`config.mk`:
```
export PLATFORM = sky130hd
export DESIGN_NAME = stopwatch_ctrl
export DESIGN_NICKNAME = d
export VERILOG_FILES = /design/src/rtl/stopwatch_ctrl.sv
export SDC_FILE = /design/constraint.sdc
export NUM_CORES = 1
export LEC_CHECK = 0
export BUFFER_PORTS_ARGS = -buffer_cell sky130_fd_sc_hd__buf_2
export CAP_MARGIN = 30
export CORE_MARGIN = 5
export CORE_UTILIZATION = 45
export CTS_BUF_LIST = sky130_fd_sc_hd__clkbuf_4
export DETAILED_ROUTE_END_ITERATION = 10
export GPL_TIMING_DRIVEN = 0
export RECOVER_POWER = 100
export SYNTH_ARGS = -nofsm -noshare
export SYNTH_HDL_FRONTEND = slang
export SYNTH_SLANG_ARGS = --single-unit
```
`constraint.sdc`:
```
create_clock -name clk -period 4.5 [get_ports clk]
set_clock_uncertainty 0.05 [all_clocks]
set_input_delay 0.675 -clock clk [delete_from_list [all_inputs] [get_ports clk]]
set_output_delay 0.675 -clock clk [all_outputs]
set_load 0.01 [all_outputs]
```
`src/rtl/stopwatch_ctrl.sv`:
```
// Stopwatch button controller: edge-detects start/stop and lap/reset buttons,
// drives one-cycle stopwatch commands and buffers lap captures in a FWFT FIFO.
module stopwatch_ctrl #(
  parameter int unsigned DATA_WIDTH = 16,
  parameter int unsigned LAP_DEPTH  = 4
) (
  input  logic                  clk,
  input  logic                  reset,
  input  logic                  btn_ss,
  input  logic                  btn_lr,
  input  logic [DATA_WIDTH-1:0] sw_count,
  output logic                  sw_start,
  output logic                  sw_stop,
  output logic                  sw_reset,
  output logic [DATA_WIDTH-1:0] lap_data,
  output logic                  lap_valid,
  input  logic                  lap_ready,
  output logic                  lap_overflow,
  output logic [1:0]            state
);

  localparam int unsigned AW = (LAP_DEPTH > 1) ? $clog2(LAP_DEPTH) : 1;
  localparam int unsigned CW = AW + 1;

  typedef enum logic [1:0] {
    IDLE  = 2'd0,
    RUN   = 2'd1,
    PAUSE = 2'd2,
    BAD   = 2'd3
  } state_t;

  state_t state_q, state_d;

  logic ss_prev, lr_prev;
  logic ss_rise, lr_rise;
  logic start_d, stop_d, rst_cmd_d;
  logic push_req, flush;

  logic [DATA_WIDTH-1:0] mem [LAP_DEPTH];
  logic [AW-1:0]         rd_ptr, wr_ptr;
  logic [CW-1:0]         count;
  logic                  full, pop, push_ok;

  assign ss_rise = btn_ss & ~ss_prev;
  assign lr_rise = btn_lr & ~lr_prev;

  assign full    = (count == CW'(LAP_DEPTH));
  assign pop     = lap_valid & lap_ready;
  assign push_ok = push_req & (~full | pop);

  assign lap_valid = (count != '0);
  assign lap_data  = mem[rd_ptr];
  assign state     = state_q;

  // Next-state and command decode; ss has priority over lr.
  always_comb begin
    state_d   = state_q;
    start_d   = 1'b0;
    stop_d    = 1'b0;
    rst_cmd_d = 1'b0;
    push_req  = 1'b0;
    flush     = 1'b0;
    case (state_q)
      IDLE: begin
        if (ss_rise) begin
          start_d = 1'b1;
          state_d = RUN;
        end else if (lr_rise) begin
          rst_cmd_d = 1'b1;
        end
      end
      RUN: begin
        if (ss_rise) begin
          stop_d  = 1'b1;
          state_d = PAUSE;
        end else if (lr_rise) begin
          push_req = 1'b1;
        end
      end
      PAUSE: begin
        if (ss_rise) begin
          start_d = 1'b1;
          state_d = RUN;
        end else if (lr_rise) begin
          rst_cmd_d = 1'b1;
          flush     = 1'b1;
          state_d   = IDLE;
        end
      end
      default: state_d = IDLE;
    endcase
  end

  // Button history loads the live level during reset so a held button is not a rise.
  always_ff @(posedge clk) begin
    if (reset) begin
      state_q      <= IDLE;
      sw_start     <= 1'b0;
      sw_stop      <= 1'b0;
      sw_reset     <= 1'b0;
      ss_prev      <= btn_ss;
      lr_prev      <= btn_lr;
      rd_ptr       <= '0;
      wr_ptr       <= '0;
      count        <= '0;
      lap_overflow <= 1'b0;
      for (int i = 0; i < int'(LAP_DEPTH); i++) begin
        mem[i] <= '0;
      end
    end else begin
      state_q  <= state_d;
      sw_start <= start_d;
      sw_stop  <= stop_d;
      sw_reset <= rst_cmd_d;
      ss_prev  <= btn_ss;
      lr_prev  <= btn_lr;
      if (flush) begin
        rd_ptr       <= '0;
        wr_ptr       <= '0;
        count        <= '0;
        lap_overflow <= 1'b0;
      end else begin
        if (push_ok) begin
          mem[wr_ptr] <= sw_count;
          wr_ptr      <= wr_ptr + AW'(1);
        end
        if (pop) begin
          rd_ptr <= rd_ptr + AW'(1);
        end
        if (push_ok && !pop) begin
          count <= count + CW'(1);
        end else if (pop && !push_ok) begin
          count <= count - CW'(1);
        end
        if (push_req && full && !pop) begin
          lap_overflow <= 1'b1;
        end
      end
    end
  end

endmodule

```
Word level (Yosys, flattened, before mapping)
Memory sizes are Yosys's and may differ from the RTL's. A register that Yosys moved wholly into a read port is not among the register bits.
Cells that the tools add are included.
{"block": "totals", "word_cells": 69, "input_bits": 21, "out_inout_bits": 23, "ram_bits": 64, "register_bits": 15, "n_memories": 1}
{"block": "classes", "add_sub_neg": 4, "n_reduce_logical": 15, "eq_ne": 6, "mux": 23, "n_bitwise": 10}
{"memory": "mem", "depth": 4, "width": 16, "rd": 1, "rd_clocked_by_memory_dff": 1, "write_ports": 4, "line_no": "39", "text": "logic [DATA_WIDTH-1:0] mem [LAP_DEPTH];"}
{"op": "$mux W16", "n": 1}
{"op": "$reduce_or A16 Y1", "n": 1}
{"op": "$mux W2", "n": 7}
{"op": "$mux W1", "n": 12}
{"op": "$reduce_or A2 Y1", "n": 4}
{"op": "$mux W3", "n": 2}
{"op": "$pmux W2 S3", "n": 1}
{"op": "$not A1 Y1", "n": 5}
{"op": "$add A2 B1 Y2 const B", "n": 2}
{"op": "$and A1 B1 Y1", "n": 4}
{"op": "$logic_and A1 B1 Y1", "n": 4}
{"op": "$ne A2 B2 Y1 const B", "n": 2}
{"op": "$add A3 B1 Y3 const B", "n": 1}
{"op": "$eq A3 B3 Y1 const B", "n": 1}
{"op": "$ne A3 B3 Y1 const B", "n": 1}
{"op": "$reduce_and A3 Y1", "n": 1}
{"op": "$reduce_bool A3 Y1", "n": 1}
{"op": "$sub A3 B1 Y3 const B", "n": 1}
{"op": "$eq A2 B1 Y1 const B", "n": 1}
{"op": "$eq A2 B2 Y1 const B", "n": 1}
{"op": "$logic_not A1 Y1", "n": 2}
{"op": "$logic_not A2 Y1", "n": 1}
{"op": "$reduce_bool A2 Y1", "n": 1}
{"op": "$or A1 B1 Y1", "n": 1}

Depth between registers and ports, before layout
{"block": "logic_depth", "word_depth": 12, "ltp_mapped": 11, "depth_no_buf": 10}

Worst setup path before layout
Ideal clock, no wire load.
{"block": "synth_timing", "kind": "input to register", "startpoint": "in btn_ss", "endpoint": "reg count[2]", "path_slack_ps": 1718, "path_stages": 11, "n_path_buf": 1, "arrival_time_ps": 2606, "required_ps": 4324, "setup_ps": 126, "cell_sequence": "nor2b_1 -> or4_4 -> clkbuf_1 -> inv_1 -> ha_1 -> inv_1 -> fa_1 -> xor2_1 -> nor2_1 -> xnor2_1 -> nor2_1"}
{"block": "synth_via", "elab_chain_len": 7, "word_cells_on_any_way": 11, "classes_between": "mux (4); bitwise (2); reduce/logical (5)"}
{"element": "start: declaration", "line_no": "9", "text": "input logic btn_ss,"}
{"element": "$and A1 B1 Y1 (*)", "line_no": "44", "text": "assign ss_rise = btn_ss & ~ss_prev;"}
{"element": "$mux W1 (*)"}
{"element": "$mux W1 (*)", "line_no": "63", "text": "case (state_q)"}
{"element": "$and A1 B1 Y1 (*)", "line_no": "49", "text": "assign push_ok = push_req & (~full | pop);"}
{"element": "net push_ok", "line_no": "42", "text": "logic full, pop, push_ok;"}
{"element": "$logic_not A1 Y1", "line_no": "132", "text": "end else if (pop && !push_ok) begin"}
{"element": "$logic_and A1 B1 Y1", "line_no": "132"}
{"element": "$reduce_bool A2 Y1 (no line)"}
{"element": "end signal: assignment", "line_no": "131", "text": "count <= count + CW'(1);"}
{"element": "end signal: assignment", "line_no": "133", "text": "count <= count - CW'(1);"}
{"element": "end: declaration", "line_no": "41", "text": "logic [CW-1:0] count;"}
Mark *: on every way through the listed nets, which the timed path passes. The rest lies on a longest branch.
A chain may end at the register's enable or synchronous reset.

==> results.py <==
metrics = {
    "outcome": {
        "status": "finished, final reports clean",
    },
    "cts": {
        "cts_sinks": 81,
        "cts_resized": 0,
        "clockRootBuffer": "clkbuf_4",
        "ctsLongestPathBuffers": 2,
        "insertion_delay_ns": 0.41,
        "h-tree-depth": 3,
        "numCtsBuffers": 9,
        "post_cts_buffers": 0,
        "cts_tree": "built",
        "cts_hold_buffers": 0,
        "clkTransAtPathRegs_ns": 0.12,
    },
    "timing": {
        "min_period_ns": 3.42,
        "fmax_ghz": 0.292,
        "holdWs_ns": 0.344,
        "hold_violations": 0,
        "slew_headroom_pct": 22.9,
        "finalCritPeriodShare_pct": 76.1,
        "slew_viol_final": 0,
        "finalSetupTns_ns": 0,
        "setup_viol": 0,
        "worst_pin_slew_ns": 1.16,
        "rsz0062_at_grt": "no",
    },
    "worst_setup_path": {
        "path_buf_inv": 3,
        "cp_top_family": "buffers and inverters",
        "cp_data_required_time_ns": 3.77,
        "cp-start-kind": "register",
        "critPathMostFrequentCell": "clkbuf_1",
        "slowest_stage": "clkbuf_1",
        "slowest_delay_ns": 0.74,
        "critPathMaxFanout": 10,
        "critPathCaptureType": "output port",
        "path_class": "register to output port",
        "crit_arrival_ns": 2.70,
        "path_cells": "clkbuf_1 -> clkbuf_1 -> mux4_2 -> clkbuf_1",
    },
    "route": {
        "first_pass_iters": 4,
        "vias": 1999,
        "drtIter0Drc": 116,
        "routed_wl_um": 6560,
        "post_drt_via_cell_ratio": 4.91,
        "wl_per_cell_um": 16.1,
        "drt.antenna.violating_nets": 0,
        "drc": 0,
    },
    "final_layout": {
        "drive_gt1_share_pct": 20.0,
        "stdcell_area_sq_um": 3850,
        "nNetsFinal": 323,
        "antennaDiodeCount": 0,
        "areaGrowthSynthToFinish_pct": 11.8,
    },
    "global_route": {
        "grt_first_pass_wirelength_um": 10800,
        "antenna_found_initial": 0,
        "grt_usage_pct": 14.8,
        "grt_pass1_vias": 2153,
        "grt_max_degree": 17,
        "overflow": 0,
    },
    "synth": {
        "yosys_warnings": 0,
        "async_flop_share_pct": 0,
        "ys_ff_latch": 81,
        "ys_types": 31,
        "synth_seq_area_share_pct": 65.6,
        "avgSynthCellArea_sq_um": 14.0,
        "synth_edf_count": 64,
        "synth_flop_cell": "edfxtp_1",
        "syn_nets": 269,
        "syn-cell-area_sq_um": 3450,
        "synth_cells": 246,
    },
    "floorplan": {
        "dieArea_sq_um": 9510,
        "coreArea_sq_um": 7610,
        "num_rows": 32,
        "io_pins": 44,
        "initial_core_util_pct": 45.3,
        "chipWidth_um": 97.5,
        "die_y_um": 97.5,
    },
    "placed_design": {
        "post_dp_cell_area_sq_um": 3790,
        "port_buffers": 43,
        "place_hpwl_um": 4280,
        "gp_routability_congestion": 0.736,
    },
    "power": {
        "power_density_nw_per_um2": 424,
        "power_leakage_nw": 1.33,
        "peakVddDrop_mv": 0.263,
    },
    "flow_run": {
        "cap_violations": 0,
    },
    "hold_path": {
        "hp-class": "primary input to register",
    },
}
final timing paths:
check	start	to	slack, ns	cells after the start
max	register	lap_data[10]	1.08	4
min	btn_ss	ss_prev$_DFF_P_	0.34	1
max reg2reg	count[0]$_SDFFE_PP0P_	count[2]$_SDFFE_PP0P_	1.55	11
min reg2reg	lap_overflow$_SDFFE_PP0P_	lap_overflow$_SDFFE_PP0P_	0.45	2
cell usage after synthesis, drive strengths merged, types with 2 or more instances:
cell / count / share of area (%)
or3: 3 / 0.54
xnor2: 2 / 0.51
nor3: 3 / 0.44
a21oi: 2 / 0.29
clkbuf: 8 / 0.87
edfxtp: 64 / 56
inv: 4 / 0.44
dfxtp: 17 / 9.9
buf: 7 / 2.0
nor2: 80 / 10
xor2: 4 / 1.0
nand2b: 22 / 4.0
mux4: 16 / 10
worst register-to-register path: cells and delay by family, from the launching register on:
family,cells,cell delay [ns]
adder cells (fa/ha/maj),2,0.57
XOR/XNOR,2,0.28
flip-flops,1,0.43
AND/OR/NAND/NOR,4,0.97
buffers and inverters,3,0.53
per-layer routing:
layer | global-route usage (%) | part of all wire, %
met1 | 18.1 | 44
met2 | 25.4 | 51
met3 | 4.31 | 3.5
met4 | 4.15 | 1.2
met5 | 0 | 0
cell type report:
type | instances | area [sq um]
multi-input cells | 146 | 1070
clock buffers | 9 | 67.6
flip-flops and latches | 81 | 2260
repair buffers | 43 | 184
clock inverters | 7 | 71.3
well taps | 102 | 128
fillers | 720 | 3750
inverters | 4 | 15.0
plain buffers | 15 | 56.3
state kept, by name, indices dropped and copies added, names as in the netlist, named ones only:
register	cells
mem	64
count	3
rd_ptr	2
state	2
wr_ptr	2
lap_overflow	1
lr_prev	1
ss_prev	1
sw_reset	1
sw_start	1
sw_stop	1
power by group:
part | leakage (nW) | total [mW] | internal [mW] | switching (mW)
combinational | 0.460 | 0.341 | 0.157 | 0.184
clock | 0.0679 | 0.418 | 0.168 | 0.250
sequential | 0.800 | 0.876 | 0.852 | 0.0240
stage by stage:
stage | utilization, % | std cells | power [mW] | setup slack, ns
after floorplan | - | 246 | 1.15 | 1.72
after global placement | 49.8 | 391 | 1.25 | 1.33
after detailed placement | 49.8 | 391 | 1.26 | 1.28
after CTS | 51.7 | 407 | 1.67 | 1.30
after global routing | 50.7 | 407 | 1.73 | 0.793
final | 50.7 | 407 | 1.63 | 1.08
layout by cell type, fill, tap and decap left out, types with 2 or more instances in the layout:
cell type,synthesis,routed
edfxtp_1,64,64
buf_2,3,18
clkinvlp_4,0,3
xor2_1,4,4
nor2_1,70,70
a21oi_1,2,2
nand2b_1,22,22
or3_1,3,3
mux4_2,16,16
xnor2_1,2,2
clkbuf_1,8,40
clkinv_2,0,2
inv_1,4,4
nor3_1,3,3
nor2_4,6,6
dfxtp_1,17,17
nor2_2,4,4
clkbuf_4,0,9
cells by family after synthesis:
kind of cell    share of synthesized area (%)
compound gates                           1.16
xor+xnor                                 1.52
fa+ha+maj                               0.943
buf+inv                                  3.30
flops                                    65.6
mux                                      10.7
simple gates                             16.7
Note: power is estimated with default switching activity, not from simulation.
